**config.mk**
```make
export PLATFORM = sky130hd
export DESIGN_NAME = openddr_cmd_sequencer
export DESIGN_NICKNAME = d
export VERILOG_FILES = /design/src/rtl/openddr_cmd_sequencer.sv
export SDC_FILE = /design/constraint.sdc
export NUM_CORES = 1
export LEC_CHECK = 0
export CORE_MARGIN = 1.5
export CORE_UTILIZATION = 35
export DETAILED_ROUTE_END_ITERATION = 10
export GPL_TIMING_DRIVEN = 0
export PLACE_DENSITY_LB_ADDON = 0.25
export SKIP_CTS_REPAIR_TIMING = 1
export SLEW_MARGIN = 20
export SYNTH_ARGS = -nofsm -noshare
export SYNTH_HDL_FRONTEND = slang
export SYNTH_SLANG_ARGS = --single-unit
```
**constraint.sdc**
```tcl
create_clock -name clk -period 10.06 [get_ports clk]
set_input_delay 2.515 -clock clk [delete_from_list [all_inputs] [get_ports clk]]
set_output_delay 2.515 -clock clk [all_outputs]
set_load 0.01 [all_outputs]
```
**src/rtl/openddr_cmd_sequencer.sv**
```systemverilog
// DDR command sequencer: per-bank open-row tracking with tRCD/tRP/tRAS/tRFC timing,
// one request in flight, refresh taking priority over new requests.
//
// state    | meaning
// IDLE     | waiting for a request or refresh (acts only once rdy_q is set)
// PRE      | row miss, waiting for tRAS before PRE
// ACT      | waiting for tRP before ACT
// RW       | waiting for tRCD before RD/WR
// PREA     | refresh, waiting for tRAS on every bank before PREA
// REF      | waiting for tRP before REF
// WAIT_RFC | waiting out tRFC after REF
module openddr_cmd_sequencer #(
    parameter int BANK_WIDTH = 3,
    parameter int ROW_WIDTH  = 16,
    parameter int COL_WIDTH  = 10,
    parameter int T_RCD      = 4,
    parameter int T_RP       = 4,
    parameter int T_RAS      = 10,
    parameter int T_RFC      = 20
) (
    input  logic                       clk,
    input  logic                       rst,
    input  logic                       req_valid,
    output logic                       req_ready,
    input  logic                       req_write,
    input  logic [BANK_WIDTH-1:0]      req_bank,
    input  logic [ROW_WIDTH-1:0]       req_row,
    input  logic [COL_WIDTH-1:0]       req_col,
    input  logic                       ref_req,
    output logic                       ref_ack,
    output logic                       cmd_valid,
    output logic [2:0]                 cmd_type,
    output logic [BANK_WIDTH-1:0]      cmd_bank,
    output logic [ROW_WIDTH-1:0]       cmd_row,
    output logic [COL_WIDTH-1:0]       cmd_col,
    output logic [(1<<BANK_WIDTH)-1:0] bank_open
);
    localparam int NB = 1 << BANK_WIDTH;
    localparam logic [2:0] C_NOP  = 3'd0;
    localparam logic [2:0] C_ACT  = 3'd1;
    localparam logic [2:0] C_RD   = 3'd2;
    localparam logic [2:0] C_WR   = 3'd3;
    localparam logic [2:0] C_PRE  = 3'd4;
    localparam logic [2:0] C_REF  = 3'd5;
    localparam logic [2:0] C_PREA = 3'd6;

    typedef enum logic [2:0] {
        S_IDLE, S_PRE, S_ACT, S_RW, S_PREA, S_REF, S_WAIT_RFC
    } state_t;

    state_t                 state_q, state_d;
    logic                   rdy_q, rdy_d;
    logic [7:0]             wait_q, wait_d;
    logic [NB-1:0]          open_q, open_d;
    logic [ROW_WIDTH-1:0]   row_q [NB];
    logic [ROW_WIDTH-1:0]   row_d [NB];
    logic [7:0]             tras_q [NB];
    logic [7:0]             tras_d [NB];
    logic                   rq_write_q, rq_write_d;
    logic [BANK_WIDTH-1:0]  rq_bank_q, rq_bank_d;
    logic [ROW_WIDTH-1:0]   rq_row_q, rq_row_d;
    logic [COL_WIDTH-1:0]   rq_col_q, rq_col_d;
    logic                   cmd_valid_q, cmd_valid_d;
    logic [2:0]             cmd_type_q, cmd_type_d;
    logic [BANK_WIDTH-1:0]  cmd_bank_q, cmd_bank_d;
    logic [ROW_WIDTH-1:0]   cmd_row_q, cmd_row_d;
    logic [COL_WIDTH-1:0]   cmd_col_q, cmd_col_d;
    logic                   ref_ack_q, ref_ack_d;

    logic [2:0]             iss_type;
    logic [BANK_WIDTH-1:0]  iss_bank;
    logic [ROW_WIDTH-1:0]   iss_row;
    logic [COL_WIDTH-1:0]   iss_col;
    logic                   tras_all_zero;

    always_comb begin
        tras_all_zero = 1'b1;
        for (int i = 0; i < NB; i++) begin
            if (tras_q[i] != 8'd0) tras_all_zero = 1'b0;
        end
    end

    always_comb begin
        state_d    = state_q;
        rdy_d      = rdy_q;
        wait_d     = (wait_q != 8'd0) ? wait_q - 8'd1 : 8'd0;
        open_d     = open_q;
        for (int i = 0; i < NB; i++) begin
            row_d[i]  = row_q[i];
            tras_d[i] = (tras_q[i] != 8'd0) ? tras_q[i] - 8'd1 : 8'd0;
        end
        rq_write_d = rq_write_q;
        rq_bank_d  = rq_bank_q;
        rq_row_d   = rq_row_q;
        rq_col_d   = rq_col_q;
        iss_type   = C_NOP;
        iss_bank   = '0;
        iss_row    = '0;
        iss_col    = '0;

        // Decide now what goes on the command bus next cycle.
        case (state_q)
            S_IDLE: begin
                rdy_d = 1'b1;
                if (rdy_q && ref_req) begin
                    rdy_d = 1'b0;
                    if (open_q == '0)       iss_type = C_REF;
                    else if (tras_all_zero) iss_type = C_PREA;
                    else                    state_d  = S_PREA;
                end else if (rdy_q && req_valid) begin
                    rdy_d      = 1'b0;
                    rq_write_d = req_write;
                    rq_bank_d  = req_bank;
                    rq_row_d   = req_row;
                    rq_col_d   = req_col;
                    iss_bank   = req_bank;
                    if (!open_q[req_bank]) begin
                        iss_type = C_ACT;
                        iss_row  = req_row;
                    end else if (row_q[req_bank] == req_row) begin
                        iss_type = req_write ? C_WR : C_RD;
                        iss_col  = req_col;
                    end else if (tras_q[req_bank] == 8'd0) begin
                        iss_type = C_PRE;
                    end else begin
                        state_d = S_PRE;
                    end
                end
            end
            S_PRE: if (tras_q[rq_bank_q] == 8'd0) begin
                iss_type = C_PRE;
                iss_bank = rq_bank_q;
            end
            S_ACT: if (wait_q == 8'd0) begin
                iss_type = C_ACT;
                iss_bank = rq_bank_q;
                iss_row  = rq_row_q;
            end
            S_RW: if (wait_q == 8'd0) begin
                iss_type = rq_write_q ? C_WR : C_RD;
                iss_bank = rq_bank_q;
                iss_col  = rq_col_q;
            end
            S_PREA: if (tras_all_zero) iss_type = C_PREA;
            S_REF:  if (wait_q == 8'd0) iss_type = C_REF;
            S_WAIT_RFC: if (wait_q == 8'd0) begin
                state_d = S_IDLE;
                rdy_d   = 1'b1;
            end
            default: begin
                state_d = S_IDLE;
                rdy_d   = 1'b0;
            end
        endcase

        cmd_valid_d = (iss_type != C_NOP);
        cmd_type_d  = iss_type;
        cmd_bank_d  = cmd_valid_d ? iss_bank : '0;
        cmd_row_d   = cmd_valid_d ? iss_row : '0;
        cmd_col_d   = cmd_valid_d ? iss_col : '0;
        ref_ack_d   = 1'b0;

        case (iss_type)
            C_ACT: begin
                open_d[iss_bank] = 1'b1;
                row_d[iss_bank]  = iss_row;
                tras_d[iss_bank] = 8'(T_RAS - 1);
                wait_d           = 8'(T_RCD - 1);
                state_d          = S_RW;
            end
            C_PRE: begin
                open_d[iss_bank] = 1'b0;
                wait_d           = 8'(T_RP - 1);
                state_d          = S_ACT;
            end
            C_RD, C_WR: state_d = S_IDLE;
            C_PREA: begin
                open_d  = '0;
                wait_d  = 8'(T_RP - 1);
                state_d = S_REF;
            end
            C_REF: begin
                ref_ack_d = 1'b1;
                wait_d    = 8'(T_RFC - 1);
                state_d   = S_WAIT_RFC;
            end
            default: ;
        endcase
    end

    always_ff @(posedge clk or posedge rst) begin
        if (rst) begin
            state_q     <= S_IDLE;
            rdy_q       <= 1'b0;
            wait_q      <= 8'd0;
            open_q      <= '0;
            for (int i = 0; i < NB; i++) begin
                row_q[i]  <= '0;
                tras_q[i] <= 8'd0;
            end
            rq_write_q  <= 1'b0;
            rq_bank_q   <= '0;
            rq_row_q    <= '0;
            rq_col_q    <= '0;
            cmd_valid_q <= 1'b0;
            cmd_type_q  <= C_NOP;
            cmd_bank_q  <= '0;
            cmd_row_q   <= '0;
            cmd_col_q   <= '0;
            ref_ack_q   <= 1'b0;
        end else begin
            state_q     <= state_d;
            rdy_q       <= rdy_d;
            wait_q      <= wait_d;
            open_q      <= open_d;
            for (int i = 0; i < NB; i++) begin
                row_q[i]  <= row_d[i];
                tras_q[i] <= tras_d[i];
            end
            rq_write_q  <= rq_write_d;
            rq_bank_q   <= rq_bank_d;
            rq_row_q    <= rq_row_d;
            rq_col_q    <= rq_col_d;
            cmd_valid_q <= cmd_valid_d;
            cmd_type_q  <= cmd_type_d;
            cmd_bank_q  <= cmd_bank_d;
            cmd_row_q   <= cmd_row_d;
            cmd_col_q   <= cmd_col_d;
            ref_ack_q   <= ref_ack_d;
        end
    end

    assign req_ready = rdy_q && !ref_req && (state_q == S_IDLE);
    assign ref_ack   = ref_ack_q;
    assign cmd_valid = cmd_valid_q;
    assign cmd_type  = cmd_type_q;
    assign cmd_bank  = cmd_bank_q;
    assign cmd_row   = cmd_row_q;
    assign cmd_col   = cmd_col_q;
    assign bank_open = open_q;
endmodule

```
==> results.sh <==
export IMPL_synth_top_area_share=0.5152
export IMPL_port_buffers=74
export IMPL_antenna_left=0
export IMPL_grt_max_degree=35
export IMPL_grt_pass1_wl_mm=56.29
export IMPL_vias_per_cell=5.242
export IMPL_synth_enable_flop_cells=0
export IMPL_syn_area_um2=13410
export IMPL_die_h_um=198.7
export IMPL_cts_buffers=29
export IMPL_chipWidth_um=198.7
export IMPL_grt_pass1_vias=9848
export IMPL_nets=1341
export IMPL_worstHoldPathType="flop to flop"
export IMPL_grt_antenna_before_repair=0
export IMPL_yosys_area_top_type="dfrtp_1"
export IMPL_drv_cap=0
export IMPL_fillers=3657
export IMPL_p_total_mw=2.272
export IMPL_rows=71
export IMPL_finalHoldViolCount=0
export IMPL_p_leak_nw=7.157
export IMPL_vias=9557
export IMPL_syn_nets=1227
export IMPL_rsz0062_at_grt="no"
export IMPL_h_tree_depth=1
export IMPL_crit_path_end_kind="flop"
export IMPL_drc=0
export IMPL_overflow=0
export IMPL_drtIter0Drc=550
export IMPL_clk_latency_ps=560
export IMPL_die_area_um2=39480
export IMPL_cp_start_kind="input pin"
export IMPL_worst_path_max_fanout=10
export IMPL_path_clk_slew_ps=60
export IMPL_netlist_instances=1176
export IMPL_critical_path_class="input pin to flop"
export IMPL_core_area_um2=37670
export IMPL_crit_required_ps=10490
export IMPL_fin_tns_setup_ps=0
export IMPL_synth_ff_type="dfrtp_1"
export IMPL_pin_count=77
export IMPL_multi_input_area_um2=6122
export IMPL_relSlewSlack=0.3271
export IMPL_dpl_hpwl_mm=24.69
export IMPL_ys_seq_area_frac=0.5152
export IMPL_finalWeightedCongestion=0.8443
export IMPL_syn_avg_cell_area_um2=11.40
export IMPL_root_buffer="clkbuf_16"
export IMPL_diodes=0
export IMPL_drv_slew=0
export IMPL_firstDrtPassIters=5
export IMPL_setup_viol=0
export IMPL_ys_warn_count=0
export IMPL_track_usage=0.1846
export IMPL_clock_sinks=276
export IMPL_synthTopCellsByArea="dfrtp_1, mux2_2, nand2_1, mux4_2, mux2i_1"
export IMPL_regArea_um2=6907
export IMPL_synth_cell_types=69
export IMPL_wl_mm=35.45
export IMPL_wl_per_cell_um=19.45
export IMPL_fin_crit_sh=0.7190
export IMPL_drive_gt1_frac=0.1867
export IMPL_ir_drop_v=0.0001210
export IMPL_fin_ws_ps=2826
export IMPL_power_density_nw_per_um2=142.7
export IMPL_clock_fmax_mhz=138.2
export IMPL_cts_path_max_buffers=3
export IMPL_post_place_ws_ps=2349
export IMPL_ys_ff_latch=276
export IMPL_initial_core_util=0.3559
export IMPL_fin_skew_ps=10.49
export IMPL_worstMarginPinSlew_ps=1002
export IMPL_area_growth_pct=18.77
export IMPL_status="finished, final reports clean"
export IMPL_post_route_min_period_ps=7234
export IMPL_cts_tree="yes"
export IMPL_arrival_ps=7670
export IMPL_async_flop_share=1.000
-- path summary, 6_finish.rpt --
path                                   from     endpoint  slack (ps)  cells past startpoint
worst max register to register   tras_q[56]    row_q[37]        5580                     10
worst min-delay path            rq_row_q[9]  rq_row_q[9]         470                      2
max in group asynchronous               rst   cmd_col[0]        6510                      6
min in group asynchronous               rst    row_q[64]        2350                      2
worst min register to register  rq_row_q[9]  rq_row_q[9]         470                      2
worst max-delay path            req_bank[2]    row_q[57]        2830                     13
-- cells by family (layout without fill, tap and decap cells) --
logic type | count (synthesis) | count (layout) | share of synthesized area
muxes | 194 | 194 | 0.1747
DFF | 276 | 276 | 0.5152
xor gates and xnor gates | 53 | 53 | 0.03463
and+or+nand+nor | 402 | 402 | 0.1514
buffers and inverters | 84 | 220 | 0.02856
adders and majority gates | 17 | 17 | 0.01587
AOI/OAI and AO/OA | 150 | 150 | 0.07962
-- metal layers --
layer  vias to the layer above  track usage  routed length, um
met3                        63      0.02187               1511
met5                         -            0                  0
met1                      4843       0.2564              16180
met2                       219       0.3019              16710
li1                       4432            -                  -
met4                         0      0.05640               1052
-- final cells by class --
cell class | count | share of cell area
Clock inverter | 8 | 0.005658
Inverter | 29 | 0.007073
Sequential cell | 276 | 0.4338
Multi-Input combinational cell | 816 | 0.3845
Timing Repair Buffer | 83 | 0.05784
Buffer | 55 | 0.01721
Clock buffer | 45 | 0.05375
Tap cell | 511 | 0.04016
-- power breakdown --
group / internal [mW] / total (mW) / switching (mW)
Sequential: 1.11 / 1.11 / 0
Combinational: 0.0338 / 0.0893 / 0.0555
Clock: 0.632 / 1.07 / 0.441
-- state kept, by name, indices dropped and copies added (netlist names), 8 cells and up --
name	cells
row_q	128
rq_col_q	10
wait_q	8
bank_open	8
rq_row_q	16
tras_q	64
cmd_col	10
cmd_row	16
-- worst max-delay path, cell delays in order --
cell	delay [ps]
clkdlybuf4s50_1	640
buf_1	660
mux4_2	420
mux2i_1	180
xnor2_1	110
nor4_1	600
nand4_2	420
o31ai_4	540
nand3_4	170
buf_6	200
nor3_4	480
buf_4	340
mux2_2	360
-- cell usage in the layout, fill, tap and decap left out, types with 27 or more instances in the layout --
cell type,synthesis,layout
mux2_2,129,129
nand2_1,136,136
clkbuf_1,25,34
clkbuf_16,0,29
xnor2_1,32,32
mux2i_1,36,36
clkdlybuf4s50_1,0,74
nor3_1,51,51
nor2_1,82,82
o21ai_0,27,27
dfrtp_1,276,276
inv_1,28,27
-- through the flow --
| stage | hold WS (ps) | cell area [um^2] | cells | utilization |
|---|---|---|---|---|
| after CTS | 478.4 | 15920 | 1823 | 0.4225 |
| final | 474.7 | 15920 | 1823 | 0.4227 |
| after global routing | 494.3 | 15920 | 1823 | 0.4227 |
| after floorplan | 440.3 | 13410 | 1176 | - |
| after global placement | 460.2 | 14790 | 1761 | 0.3926 |
| after detailed placement | 463.0 | 14970 | 1770 | 0.3974 |
-- cells in the mapped netlist (5+ instances only) --
cell type,n
nor2_1,82
or3_1,6
xnor2_1,32
nor3_1,51
nand2_1,136
buf_2,15
a22oi_1,8
and2_1,7
mux2i_1,36
a32oi_1,10
o22ai_1,5
inv_1,28
a221oi_1,5
o21ai_0,27
mux2_2,129
nor3b_1,7
dfrtp_1,276
a22o_1,18
or4_1,9
buf_4,9
clkbuf_1,25
nor2b_1,23
nand3_1,17
xor2_1,21
a21oi_1,23
mux4_2,18
mux2_1,11
nor4_1,24
o21bai_1,6
and3_1,6
a21o_1,19
ha_1,17
(Power assumes the default switching activity.)
==> patch (same settings) <==
Change the parameter `ROW_WIDTH` from 16 to 14.
--- a/src/rtl/openddr_cmd_sequencer.sv
+++ b/src/rtl/openddr_cmd_sequencer.sv
@@ -11,7 +11,7 @@
 // WAIT_RFC | waiting out tRFC after REF
 module openddr_cmd_sequencer #(
     parameter int BANK_WIDTH = 3,
-    parameter int ROW_WIDTH  = 16,
+    parameter int ROW_WIDTH  = 14,
     parameter int COL_WIDTH  = 10,
     parameter int T_RCD      = 4,
     parameter int T_RP       = 4,
Interface: changed (resized cmd_row and req_row); port bits go from 77 to 73. The function was not compared with the original's and may differ.
==> patch against the unedited design <==
- synthesized area is 5.4% lower
- total power is 1.5% lower
- routed wire length fell by 2.4%
- sequential share of layout area is 0.82 points lower
- count of clock-buffer cells in the layout shrank 8
- sequential cell count decreased by 20
- cell area is 5.5% lower
- worst setup slack got worse by 0.020 ns
- largest power group is now clock
==> patch: results <==
<?xml version="1.0" encoding="UTF-8"?>
<metrics>
  <group name="outcome">
    <metric name="status" unit="">finished clean</metric>
  </group>
  <group name="logic_synthesis">
    <metric name="ranking_of_synthesized_cells_by_instance_count" unit="">256 x dfrtp_1, 131 x nand2_1, 98 x mux2_2</metric>
    <metric name="synth_mux_area_share" unit="%">16.2</metric>
    <metric name="synth.top_cells.by_area" unit="">dfrtp_1 51%, mux2_2 8.7%, nand2_1 3.9%</metric>
    <metric name="compound_cell_area_share_of_the_yosys_netlist" unit="%">9.30</metric>
    <metric name="post_synth_fa_ha_maj_area_fraction" unit="%">1.68</metric>
    <metric name="yosysSeqAreaShare" unit="%">50.5</metric>
    <metric name="yosys.cell_types.count" unit="">74</metric>
  </group>
  <group name="setup_path">
    <metric name="critical_path_arrival" unit="ns">7.69</metric>
    <metric name="rrSetupSlack" unit="ns">5.31</metric>
    <metric name="critPathTopFamily" unit="">simple AND/OR/NAND/NOR gates</metric>
    <metric name="max_stage_delay" unit="ns">0.61</metric>
  </group>
  <group name="grt">
    <metric name="grt_max_degree" unit="">96</metric>
    <metric name="grt_pass1_wl" unit="µm">54700</metric>
    <metric name="grt_pass1_vias" unit="">9387</metric>
  </group>
  <group name="worst_hold_path">
    <metric name="min-delay-path-class" unit="">flop to flop</metric>
  </group>
  <group name="place">
    <metric name="half_perimeter_wire_length_after_placement" unit="µm">24200</metric>
    <metric name="placement.setup.worst_slack" unit="ns">2.30</metric>
    <metric name="place.gp.congestion" unit="">0.863</metric>
    <metric name="place.port_buffers" unit="">70</metric>
  </group>
  <group name="route">
    <metric name="postRouteWirelength" unit="µm">34600</metric>
    <metric name="detailed_route_iter0_violations" unit="">615</metric>
  </group>
  <group name="layout">
    <metric name="final_layout_size_suffix_gt1_share" unit="%">17.1</metric>
    <metric name="final.fill_count" unit="">3427</metric>
    <metric name="nNetsFinal" unit="">1292</metric>
  </group>
  <group name="clocking">
    <metric name="cts.root.buffer_cell" unit="">clkbuf_16</metric>
  </group>
  <group name="timing">
    <metric name="worst_slew_pin_slew" unit="ns">1.07</metric>
    <metric name="clock-skew-final" unit="ns">0.0216</metric>
    <metric name="timing.final.crit_period" unit="ns">7.25</metric>
    <metric name="final.hold.worst_slack" unit="ns">0.474</metric>
  </group>
  <group name="power">
    <metric name="ir_worst_vdd" unit="mV">0.118</metric>
    <metric name="cellLeakagePower" unit="µW">0.00685</metric>
  </group>
</metrics>
==> patch: stage by stage <==
step,total power [µW],instances,area [µm²]
global route,2320,1723,15100
global placement,1130,1670,14000
floorplan,1090,1139,12700
detailed placement,1130,1673,14000
finish,2240,1723,15100
CTS,2270,1723,15000
==> patch: layout make-up <==
cell class                      instances  area, µm²  share of cell area [%]
Sequential cell                       256       6410                    42.6
Timing Repair Buffer                   73        761                    5.05
Tap cell                              461        577                    3.83
Clock inverter                         13        208                    1.38
Inverter                               32        128                   0.848
Clock buffer                           37        806                    5.35
Multi-Input combinational cell        799       5890                    39.1
Buffer                                 52        280                    1.86
==> patch: logic make-up after synthesis <==
kind of cell,count (synthesis)
simple gates,408
flops,256
mux,167
compound gates,166
buf+inv,84
xor+xnor,41
fa+ha+maj,17
==> patch: path summary, 6_finish.rpt <==
check / start / endpoint / depth (start not counted)
max reg2reg: tras_q[26] / row_q[70] / 11
min reg2reg: rq_row_q[9] / rq_row_q[9] / 2
max in group asynchronous: rst / row_q[7] / 3
max: req_bank[2] / row_q[57] / 13
min in group asynchronous: rst / tras_q[12] / 2
min: rq_row_q[9] / rq_row_q[9] / 2
==> patch: worst reg2reg max path: stages, from the launching register on <==
cell and delay (ns):
dfrtp_1 0.41, or4_1 0.53, clkbuf_1 0.17, nor4b_2 0.92, nand4b_1 0.18, or4_1 0.50
o21bai_1 0.27, o21bai_1 0.31, nor3_2 0.17, nand3_1 0.33, clkbuf_1 0.46, mux2_2 0.39
==> patch: report_power, final <==
part           switching [µW]  leakage, µW  internal [µW]
Sequential                  0      0.00340           1030
Combinational            53.2      0.00295           28.1
Clock                     436     0.000501            691
==> patch: layer usage <==
metal | track usage (%) | routed length [µm] | up-vias
met3 | 2.91 | 1580 | 83
met1 | 25.0 | 15300 | 4684
met2 | 30.8 | 16500 | 237
li1 | - | - | 4303
met4 | 6.18 | 1180 | 0
met5 | 0 | 0 | -
